==> config.mk <==
export PLATFORM = sky130hd
export DESIGN_NAME = reg_file_mp
export DESIGN_NICKNAME = d
export VERILOG_FILES = /design/src/rtl/regfile_pkg.sv /design/src/rtl/reg_file_clear_seq.sv /design/src/rtl/reg_file_mp.sv
export SDC_FILE = /design/constraint.sdc
export NUM_CORES = 1
export LEC_CHECK = 0
export BUFFER_PORTS_ARGS = -buffer_cell sky130_fd_sc_hd__buf_4
export CAP_MARGIN = 20
export CORE_UTILIZATION = 55
export DETAILED_ROUTE_END_ITERATION = 12
export PLACE_DENSITY_LB_ADDON = 0.2
export SLEW_MARGIN = 30
export SYNTH_ARGS = -nofsm -noshare
export SYNTH_HDL_FRONTEND = slang
export SYNTH_SLANG_ARGS = --single-unit
==> constraint.sdc <==
create_clock -name clk -period 5 [get_ports clk]
set_input_delay 1 -clock clk [delete_from_list [all_inputs] [get_ports clk]]
set_output_delay 1 -clock clk [all_outputs]
set_load 0.05 [all_outputs]
==> src/rtl/regfile_pkg.sv <==
// Shared types and helpers for the multi-read-port register file.
package regfile_pkg;

  localparam int unsigned DataWDefault = 32;
  localparam int unsigned DepthDefault = 32;

  typedef enum logic {
    StClear,
    StReady
  } rf_state_e;

  // Bit offset of lane k within a packed multi-lane bus of lane width w.
  function automatic int unsigned lane_off(input int unsigned k, input int unsigned w);
    return k * w;
  endfunction

endpackage

==> src/rtl/reg_file_clear_seq.sv <==
// Reset-driven clear sequencer: walks the array one entry per cycle, then
// parks in READY with the counter held.
module reg_file_clear_seq
  import regfile_pkg::*;
#(
  parameter int unsigned DEPTH  = DepthDefault,
  parameter int unsigned ADDR_W = 5
) (
  input  logic              clk,
  input  logic              rst,
  output logic              busy,
  output logic              clr_we,
  output logic [ADDR_W-1:0] clr_addr
);

  rf_state_e         state_q;
  logic [ADDR_W-1:0] clr_cnt_q;
  logic              busy_q;

  always_ff @(posedge clk) begin
    if (rst) begin
      state_q   <= StClear;
      clr_cnt_q <= '0;
      busy_q    <= 1'b1;
    end else begin
      unique case (state_q)
        StClear: begin
          // Last entry is being zeroed at this edge; busy drops with it.
          if (clr_cnt_q == ADDR_W'(DEPTH - 1)) begin
            state_q <= StReady;
            busy_q  <= 1'b0;
          end else begin
            clr_cnt_q <= clr_cnt_q + ADDR_W'(1);
          end
        end
        StReady: begin
          busy_q <= 1'b0;
        end
        default: begin
          state_q <= StClear;
          busy_q  <= 1'b1;
        end
      endcase
    end
  end

  assign busy     = busy_q;
  assign clr_we   = busy_q;
  assign clr_addr = clr_cnt_q;

endmodule

==> src/rtl/reg_file_mp.sv <==
// Multi-read-port register file with bypass, optional zero register and a
// sequenced clear. Optional debug read port: REGFILE_DEBUG_PORT_EN.
module reg_file_mp
  import regfile_pkg::*;
#(
  parameter int unsigned DATA_W   = DataWDefault,
  parameter int unsigned DEPTH    = DepthDefault,
  parameter int unsigned ADDR_W   = 5,
  parameter int unsigned NUM_RD   = 2,
  parameter int unsigned ZERO_REG = 1
) (
  input  logic                     clk,
  input  logic                     rst,
  input  logic                     we,
  input  logic [ADDR_W-1:0]        waddr,
  input  logic [DATA_W-1:0]        wdata,
  input  logic [NUM_RD*ADDR_W-1:0] raddr,
  output logic [NUM_RD*DATA_W-1:0] rdata,
  output logic                     busy
`ifdef REGFILE_DEBUG_PORT_EN
  ,
  input  logic [ADDR_W-1:0]        dbg_addr,
  output logic [DATA_W-1:0]        dbg_rdata
`endif
);

  logic              clr_we;
  logic [ADDR_W-1:0] clr_addr;
  logic              wr_ok;
  logic [DATA_W-1:0] mem_q [DEPTH];

  reg_file_clear_seq #(
    .DEPTH  (DEPTH),
    .ADDR_W (ADDR_W)
  ) u_clear_seq (
    .clk      (clk),
    .rst      (rst),
    .busy     (busy),
    .clr_we   (clr_we),
    .clr_addr (clr_addr)
  );

  // A user write is live only in READY and never to a hardwired zero register.
  assign wr_ok = we && !busy && !((ZERO_REG != 0) && (waddr == '0));

  always_ff @(posedge clk) begin
    if (clr_we) begin
      mem_q[clr_addr] <= '0;
    end else if (wr_ok) begin
      mem_q[waddr] <= wdata;
    end
  end

  for (genvar k = 0; k < NUM_RD; k++) begin : g_lane
    logic [ADDR_W-1:0] ra;
    logic [DATA_W-1:0] rd;

    assign ra = raddr[lane_off(k, ADDR_W) +: ADDR_W];

    always_comb begin
      rd = mem_q[ra];
      if (busy) begin
        rd = '0;
      end else if ((ZERO_REG != 0) && (ra == '0)) begin
        rd = '0;
      end else if (wr_ok && (waddr == ra)) begin
        rd = wdata;
      end
    end

    assign rdata[lane_off(k, DATA_W) +: DATA_W] = rd;
  end

`ifdef REGFILE_DEBUG_PORT_EN
  logic [DATA_W-1:0] dbg_rdata_q;

  always_ff @(posedge clk) begin
    if (rst || busy) begin
      dbg_rdata_q <= '0;
    end else begin
      dbg_rdata_q <= mem_q[dbg_addr];
    end
  end

  assign dbg_rdata = dbg_rdata_q;
`else
  // Default build has no debug read path.
`endif

endmodule

==> run_results.csv, run 1 <==
group,metric,value,unit
status,outcome,"finished clean",
die,die_h,299,um
detailed_routing,ant_nets,0,
min_path,min_path_type,"in2reg",
timing,finalCritPeriodShare,93.1,%
timing,setup_viol,0,
logic_synthesis,yosysWarnings,0,
power_and_ir_drop,p_comb_share,7.5,%
detailed_routing,drc,0,
logic_synthesis,synthArstFlopShare,0,%
critical_path,crit_arrival,3660,ps
detailed_routing,post_drt_wl_per_cell,37.2,um
clocking,tritoncts,"built",
critical_path,cp_common_cell,"buf_4",
logic_synthesis,syn-cell-area,0.0485,mm2
critical_path,critical_path.cell_chain,"buf_8 > xnor2_1 > nand3_1 > nor3_4 > buf_4 > buf_4 > a221o_1 > buf_4",
clocking,cts_buffers,106,
placed_design,dpl.hpwl,87600,um
power_and_ir_drop,p_leak,18.9,nW
power_and_ir_drop,p_switching,4.26,mW
die,rows,108,
detailed_routing,avgViaCountPerCell,7.45,
critical_path,crit_slowest_cell,"buf_4",
global_route,grt_pass1_vias,30500,
power_and_ir_drop,power_frac_clock,42.6,%
critical_path,crit_required,4000,ps
clocking,cts_buffer_depth,3,
critical_path,critPathTopFamily,"buffers and inverters",
critical_path,start_kind,"input pin",
die,start_util,55.8,%
clocking,cts.repair.resized,0,
clocking,cts-hold-fix-buffers,0,
die,die_w,299,um
timing,final.setup_skew,19.1,ps
timing,max_freq,215,MHz
critical_path,path_class,"in2out",
timing,hold_viol,0,
timing,rsz0062_at_grt,"no",
die,pin_count,115,
power_and_ir_drop,powerDensity,344,mW/mm2
power_and_ir_drop,power.internal,14.8,mW
final_layout,fin_area,0.0556,mm2
critical_path,cp.buffers_inverters,4,
timing,slew_headroom,33.7,%
flow_run,drv_cap,0,
detailed_routing,vias,30000,
clocking,clk_latency,690,ps
logic_synthesis,syn-instance-count,2601,
placed_design,placed_area,0.0519,mm2
global_route,grt_pass1_wl,216000,um
timing,final.min_clock_period,4660,ps
timing,max_slew.worst_pin.slew,992,ps
logic_synthesis,yosysSeqAreaShare,63.7,%
global_route,grt_usage,33.9,%
die,coreArea,0.0870,mm2
clocking,root_buffer,"clkbuf_16",
logic_synthesis,syn_area_per_cell,18.7,um2
critical_path,cp-end-kind,"output port",
final_layout,drive_gt1_share,34.7,%
critical_path,critPathMaxStageDelay,540,ps
detailed_routing,routed_wl,150000,um
timing,final_max_slew_viol_count,0,
clocking,htreeDepth,3,
final_layout,syn_to_final_growth,14.5,%
critical_path,crit_fanout,33,
power_and_ir_drop,power.share.switching,22.3,%
global_route,antenna_found_initial,4,
die,die-area,0.0894,mm2
final_layout,fillers,5891,
logic_synthesis,syn_nets,2653,
placed_design,routabilityCongestion,0.854,
clocking,cts.sinks,1031,
logic_synthesis,synth_cell_types,48,
final_layout,final_nets,2830,
power_and_ir_drop,seqPwrFrac,49.8,%
global_route,grt-ovfl-total,0,
power_and_ir_drop,peakVddDrop,0.305,mV
detailed_routing,dr.pass1.iters,5,
detailed_routing,drtIter0Drc,4337,
timing,setup_tns,0,ps
clocking,cts_setup_buffers,0,
clocking,cts.clk_slew.worst_paths,60,ps
global_route,grt_max_degree,54,
logic_synthesis,synth-edff-count,1024,
logic_synthesis,ys_ff_latch,1031,
placed_design,port_buffers,114,
logic_synthesis,synth_ff_type,"edfxtp_1",
## registers in the layout (all words and copies together), names as in the netlist
name                  flops
u_clear_seq.clr_addr      5
u_clear_seq.state_q       1
u_clear_seq.busy          1
mem_q                  1024
## worst paths after layout
check / startpoint / end / slack, ps / cells past startpoint
max: raddr[0] / rdata[22] / 340 / 8
min reg2reg: u_clear_seq.clr_addr[4] / u_clear_seq.clr_addr[4] / 570 / 2
max reg2reg: u_clear_seq.busy / mem_q[8][18] / 1330 / 8
min: rst / u_clear_seq.clr_addr[2] / 540 / 2
## cells in the final DEF (no fill, tap or decap), types with 41 or more instances in the layout
master     count
clkbuf_16    108
a22oi_1       63
mux2i_1      165
mux4_2       451
a21oi_1       41
nand2_1      113
a211oi_1      86
a221o_1       63
a221oi_1      61
o21ai_0       63
edfxtp_1    1024
buf_4        245
and2_1        48
## layer usage
layer  vias up  track usage (%)  wire (um)
li1      11600                -          -
met1     15700             47.0      53200
met2      2365             51.8      69800
met3       404             8.19      19900
met4         2             15.0       7030
met5         -            0.212         11
## cell type report
class / instances / area, um2 / share of cell area, %
flip-flops and latches: 1031 / 30900 / 55.6
multi-input cells: 1341 / 16900 / 30.5
clock buffers: 119 / 2740 / 4.94
repair buffers: 289 / 2690 / 4.83
well taps: 1155 / 1450 / 2.60
clock inverters: 79 / 847 / 1.52
inverters: 9 / 33.8 / 0.0608
diodes: 2 / 5.00 / 0.00901
## per-stage QoR
step,utilization [%],total power [mW],instances,setup WS (ps),hold WS (ps)
3_5_place_dp,59.7,11.1,3825,401,565
3_3_place_gp,59.7,11.1,3825,462,537
5_1_grt,63.9,19.5,4023,329,544
4_1_cts,63.8,19.1,4023,389,514
2_1_floorplan,-,10.6,2601,673,503
6_report,63.9,19.1,4025,345,545
## cells in the mapped netlist (all sizes together) (3+ instances only)
master,count,area [um2]
o21ai,63,315
nand2b,6,37.5
a31oi,25,156
o32ai,5,43.8
dfxtp,7,140
or2,4,25.0
mux4,451,10200
a211oi,86,646
a21oi,41,205
nor2b,16,100
a221oi,61,534
xnor2,12,105
buf,100,609
nor3,6,40.0
mux2i,165,1650
a221o,63,631
nand3,4,20.0
o311ai,3,33.8
nand2,113,424
and3,13,81.3
clkbuf,120,450
nor2,42,158
and2,82,513
edfxtp,1024,30700
inv,8,30.0
a22oi,63,473
## power by group through the flow
stage	Sequential (mW)	Combinational (mW)	Clock, mW
6_report	9.51	1.44	8.14
5_1_grt	9.52	1.50	8.50
4_1_cts	9.51	1.42	8.17
3_5_place_dp	9.69	1.41	0
3_3_place_gp	9.68	1.39	0
2_1_floorplan	9.68	0.922	0
## cell families (layout without fill, tap and decap cells)
| group | Yosys count | in the layout | synth area share, % |
|---|---|---|---|
| AND/OR/NAND/NOR | 291 | 291 | 2.99 |
| adder cells (fa/ha/maj) | 2 | 2 | 0.0516 |
| multiplexers | 616 | 616 | 24.3 |
| XOR/XNOR | 13 | 13 | 0.235 |
| other | 0 | 2 | 0 |
| flip-flops | 1031 | 1031 | 63.7 |
| buffers and inverters | 229 | 496 | 2.25 |
| AO/OA/AOI/OAI | 419 | 419 | 6.47 |
Power figures use the tool's default switching activity.
==> run 2, diff against run 1 <==
SYNTH_HIERARCHICAL = 1   (was unset)
==> run_results.csv, run 2 <==
group,metric,value,unit
timing,finalCritPeriodShare,94.3,%
critical_path,r2r_start,"u_clear_seq/busy",
min_path,min_path_type,"in2reg",
die,coreArea,0.0870,mm2
placed_design,place_inst,3935,
critical_path,cp_common_cell,"buf_4",
critical_path,start_kind,"input pin",
global_route,grt_pass1_vias,31000,
clocking,cts.repair.resized,0,
clocking,cts.sinks,1031,
logic_synthesis,yosysTopAreaCellShare,63.4,%
timing,max_slew.worst_pin.slew,967,ps
timing,hold_viol,0,
final_layout,drive_gt1_share,29.2,%
die,die-area,0.0894,mm2
detailed_routing,drtIter0Drc,3541,
detailed_routing,drc,0,
power_and_ir_drop,peakVddDrop,0.352,mV
timing,final.min_clock_period,4710,ps
placed_design,dpl_worst_slack,422,ps
detailed_routing,vias,30300,
clocking,cts_setup_buffers,0,
final_layout,largest_reg_flops,1024,
critical_path,crit_arrival,3710,ps
detailed_routing,ant_nets,0,
critical_path,critPathTopFamily,"simple AND/OR/NAND/NOR gates",
logic_synthesis,post-synth-top-area-cell,"edfxtp_1",
logic_synthesis,syn_area_per_cell,17.9,um2
timing,whs,549,ps
logic_synthesis,yosysWarnings,6,
clocking,clk_latency,690,ps
logic_synthesis,syn-cell-area,0.0485,mm2
final_layout,fillers,6004,
critical_path,path_depth,9,
clocking,cts.clk_slew.worst_paths,60,ps
die,start_util,55.7,%
critical_path,cp-end-kind,"output port",
timing,setup_viol,0,
logic_synthesis,ys_ff_latch,1031,
final_layout,fin_util,63.5,%
power_and_ir_drop,powerDensity,332,mW/mm2
clocking,cts_buffers,105,
critical_path,path_class,"in2out",
clocking,cts_buffer_depth,3,
final_layout,layout_commonest_cell,"edfxtp_1",
die,rows,108,
critical_path,critPathMaxStageDelay,580,ps
logic_synthesis,synth_cell_types,47,
global_route,antenna_found_initial,1,
critical_path,crit_slowest_cell,"nor3_1",
placed_design,routabilityCongestion,0.940,
critical_path,critical_path.cell_chain,"buf_8 > or2_2 > buf_12 > buf_4 > o221ai_1 > o22ai_1 > nor3_1 > a221o_1 > buf_4",
global_route,grt_max_degree,68,
critical_path,cp.buffers_inverters,4,
final_layout,antenna_cells,0,
timing,setup_tns,0,ps
timing,final.setup_skew,18.6,ps
logic_synthesis,synth-edff-count,1024,
critical_path,r2r-end,"mem_q[28][19]",
detailed_routing,dr.pass1.iters,6,
flow_run,drv_cap,0,
critical_path,crit_fanout,44,
clocking,root_buffer,"clkbuf_16",
logic_synthesis,ys_top_cells_by_area,"edfxtp_1, mux4_2, mux2i_1, a221oi_1, a22oi_1",
critical_path,r2r_cells,7,
critical_path,r2r_slack,1850,ps
logic_synthesis,yosysSeqAreaShare,63.7,%
die,die_w,299,um
logic_synthesis,syn_nets,2765,
detailed_routing,avgViaCountPerCell,7.34,
final_layout,syn_to_final_growth,13.9,%
timing,max_freq,212,MHz
logic_synthesis,synth_ff_type,"edfxtp_1",
detailed_routing,post_drt_wl_per_cell,36.1,um
global_route,grt_usage,33.7,%
clocking,tritoncts,"built",
timing,setup_slack,287,ps
logic_synthesis,syn-instance-count,2713,
final_layout,multi_input_area,0.0170,mm2
global_route,grt-ovfl-total,0,
final_layout,final_cell_mix,"edfxtp_1, mux2i_1, mux4_2",
detailed_routing,routed_wl,149000,um
die,pin_count,115,
critical_path,crit_required,4000,ps
global_route,grt_pass1_wl,215000,um
critical_path,endpoint,"rdata[55]",
power_and_ir_drop,p_leak,18.4,nW
timing,final_max_slew_viol_count,0,
logic_synthesis,synthArstFlopShare,0,%
logic_synthesis,yosysMostFrequentCell,"edfxtp_1",
status,outcome,"finished clean",
clocking,cts-hold-fix-buffers,0,
logic_synthesis,synth_common_cells,"edfxtp_1, mux2i_1, mux4_2",
critical_path,worstSetupStartpoint,"raddr[6]",
final_layout,largest_register,"mem_q",
placed_design,port_buffers,114,
timing,slew_headroom,35.0,%
final_layout,final_nets,2940,
final_layout,stdcell_count,4131,
timing,rsz0062_at_grt,"no",
clocking,htreeDepth,3,
placed_design,dpl.hpwl,91000,um
final_layout,area.sequential,0.0309,mm2
die,die_h,299,um
run 2: cell count changes after synthesis, moves of 21 or more:
cell      change
o221ai_1     +64
mux2i_1     +190
a22oi_1      +33
o22ai_1      +25
mux4_2       -99
and2_1       -43
a211oi_1     -77
a221oi_1     +35
o21bai_1     +32
nand2_1      -54
a31oi_1      -21
run 2: report_power, final:
group | internal (mW) | switching (mW) | leakage, nW
clock | 4.10 | 3.31 | 1.56
sequential | 9.48 | 0.0489 | 9.23
combinational | 0.591 | 0.847 | 7.62
run 2: worst min-delay path by stage:
stage | startpoint | endpoint | cells past startpoint
after detailed placement | u_clear_seq/clr_addr[4] | u_clear_seq/clr_addr[4] | 2
after CTS | rst | u_clear_seq/clr_addr[4] | 2
after global routing | rst | u_clear_seq/clr_addr[1] | 2
after global placement | u_clear_seq/clr_addr[4] | u_clear_seq/clr_addr[4] | 2
final | rst | u_clear_seq/clr_addr[1] | 2
after floorplan | u_clear_seq/clr_addr[4] | u_clear_seq/clr_addr[4] | 2
run 2: layer usage:
layer | vias up | track usage (%) | wire [um]
met4 | 0 | 15.6 | 7310
li1 | 12000 | - | -
met1 | 15900 | 46.9 | 55900
met3 | 378 | 6.05 | 15900
met5 | - | 0 | 0
met2 | 2039 | 52.2 | 70200
run 2: area by class of cell:
type	instances	share of cell area, %
Clock buffer	133	4.98
Multi-Input combinational cell	1448	30.8
Inverter	8	0.0566
Sequential cell	1031	55.9
Timing Repair Buffer	294	4.92
Tap cell	1155	2.61
Clock inverter	62	0.790
run 2: metrics by stage:
stage	power (mW)	instance area, um2
2_1_floorplan	10.6	48500
3_3_place_gp	11.1	52000
3_5_place_dp	11.1	52100
4_1_cts	18.4	55200
5_1_grt	18.8	55300
6_report	18.4	55300
run 2: kinds of logic (layout without fill, tap and decap cells):
group	Yosys count	in the layout	synth area share, %
flops	1031	1031	63.7
mux	709	709	23.7
simple gates	196	196	1.99
fa+ha+maj	2	2	0.0516
xor+xnor	12	12	0.217
buf+inv	234	497	2.06
compound gates	529	529	8.29
run 2: worst reg2reg max path, stage by stage, from the launching register on:
cell and delay [ps]:
dfxtp_1 450, inv_1 300, o2111a_2 500, nor2_1 110, a31oi_2 760, buf_4 280
nor2_4 30, buf_4 320
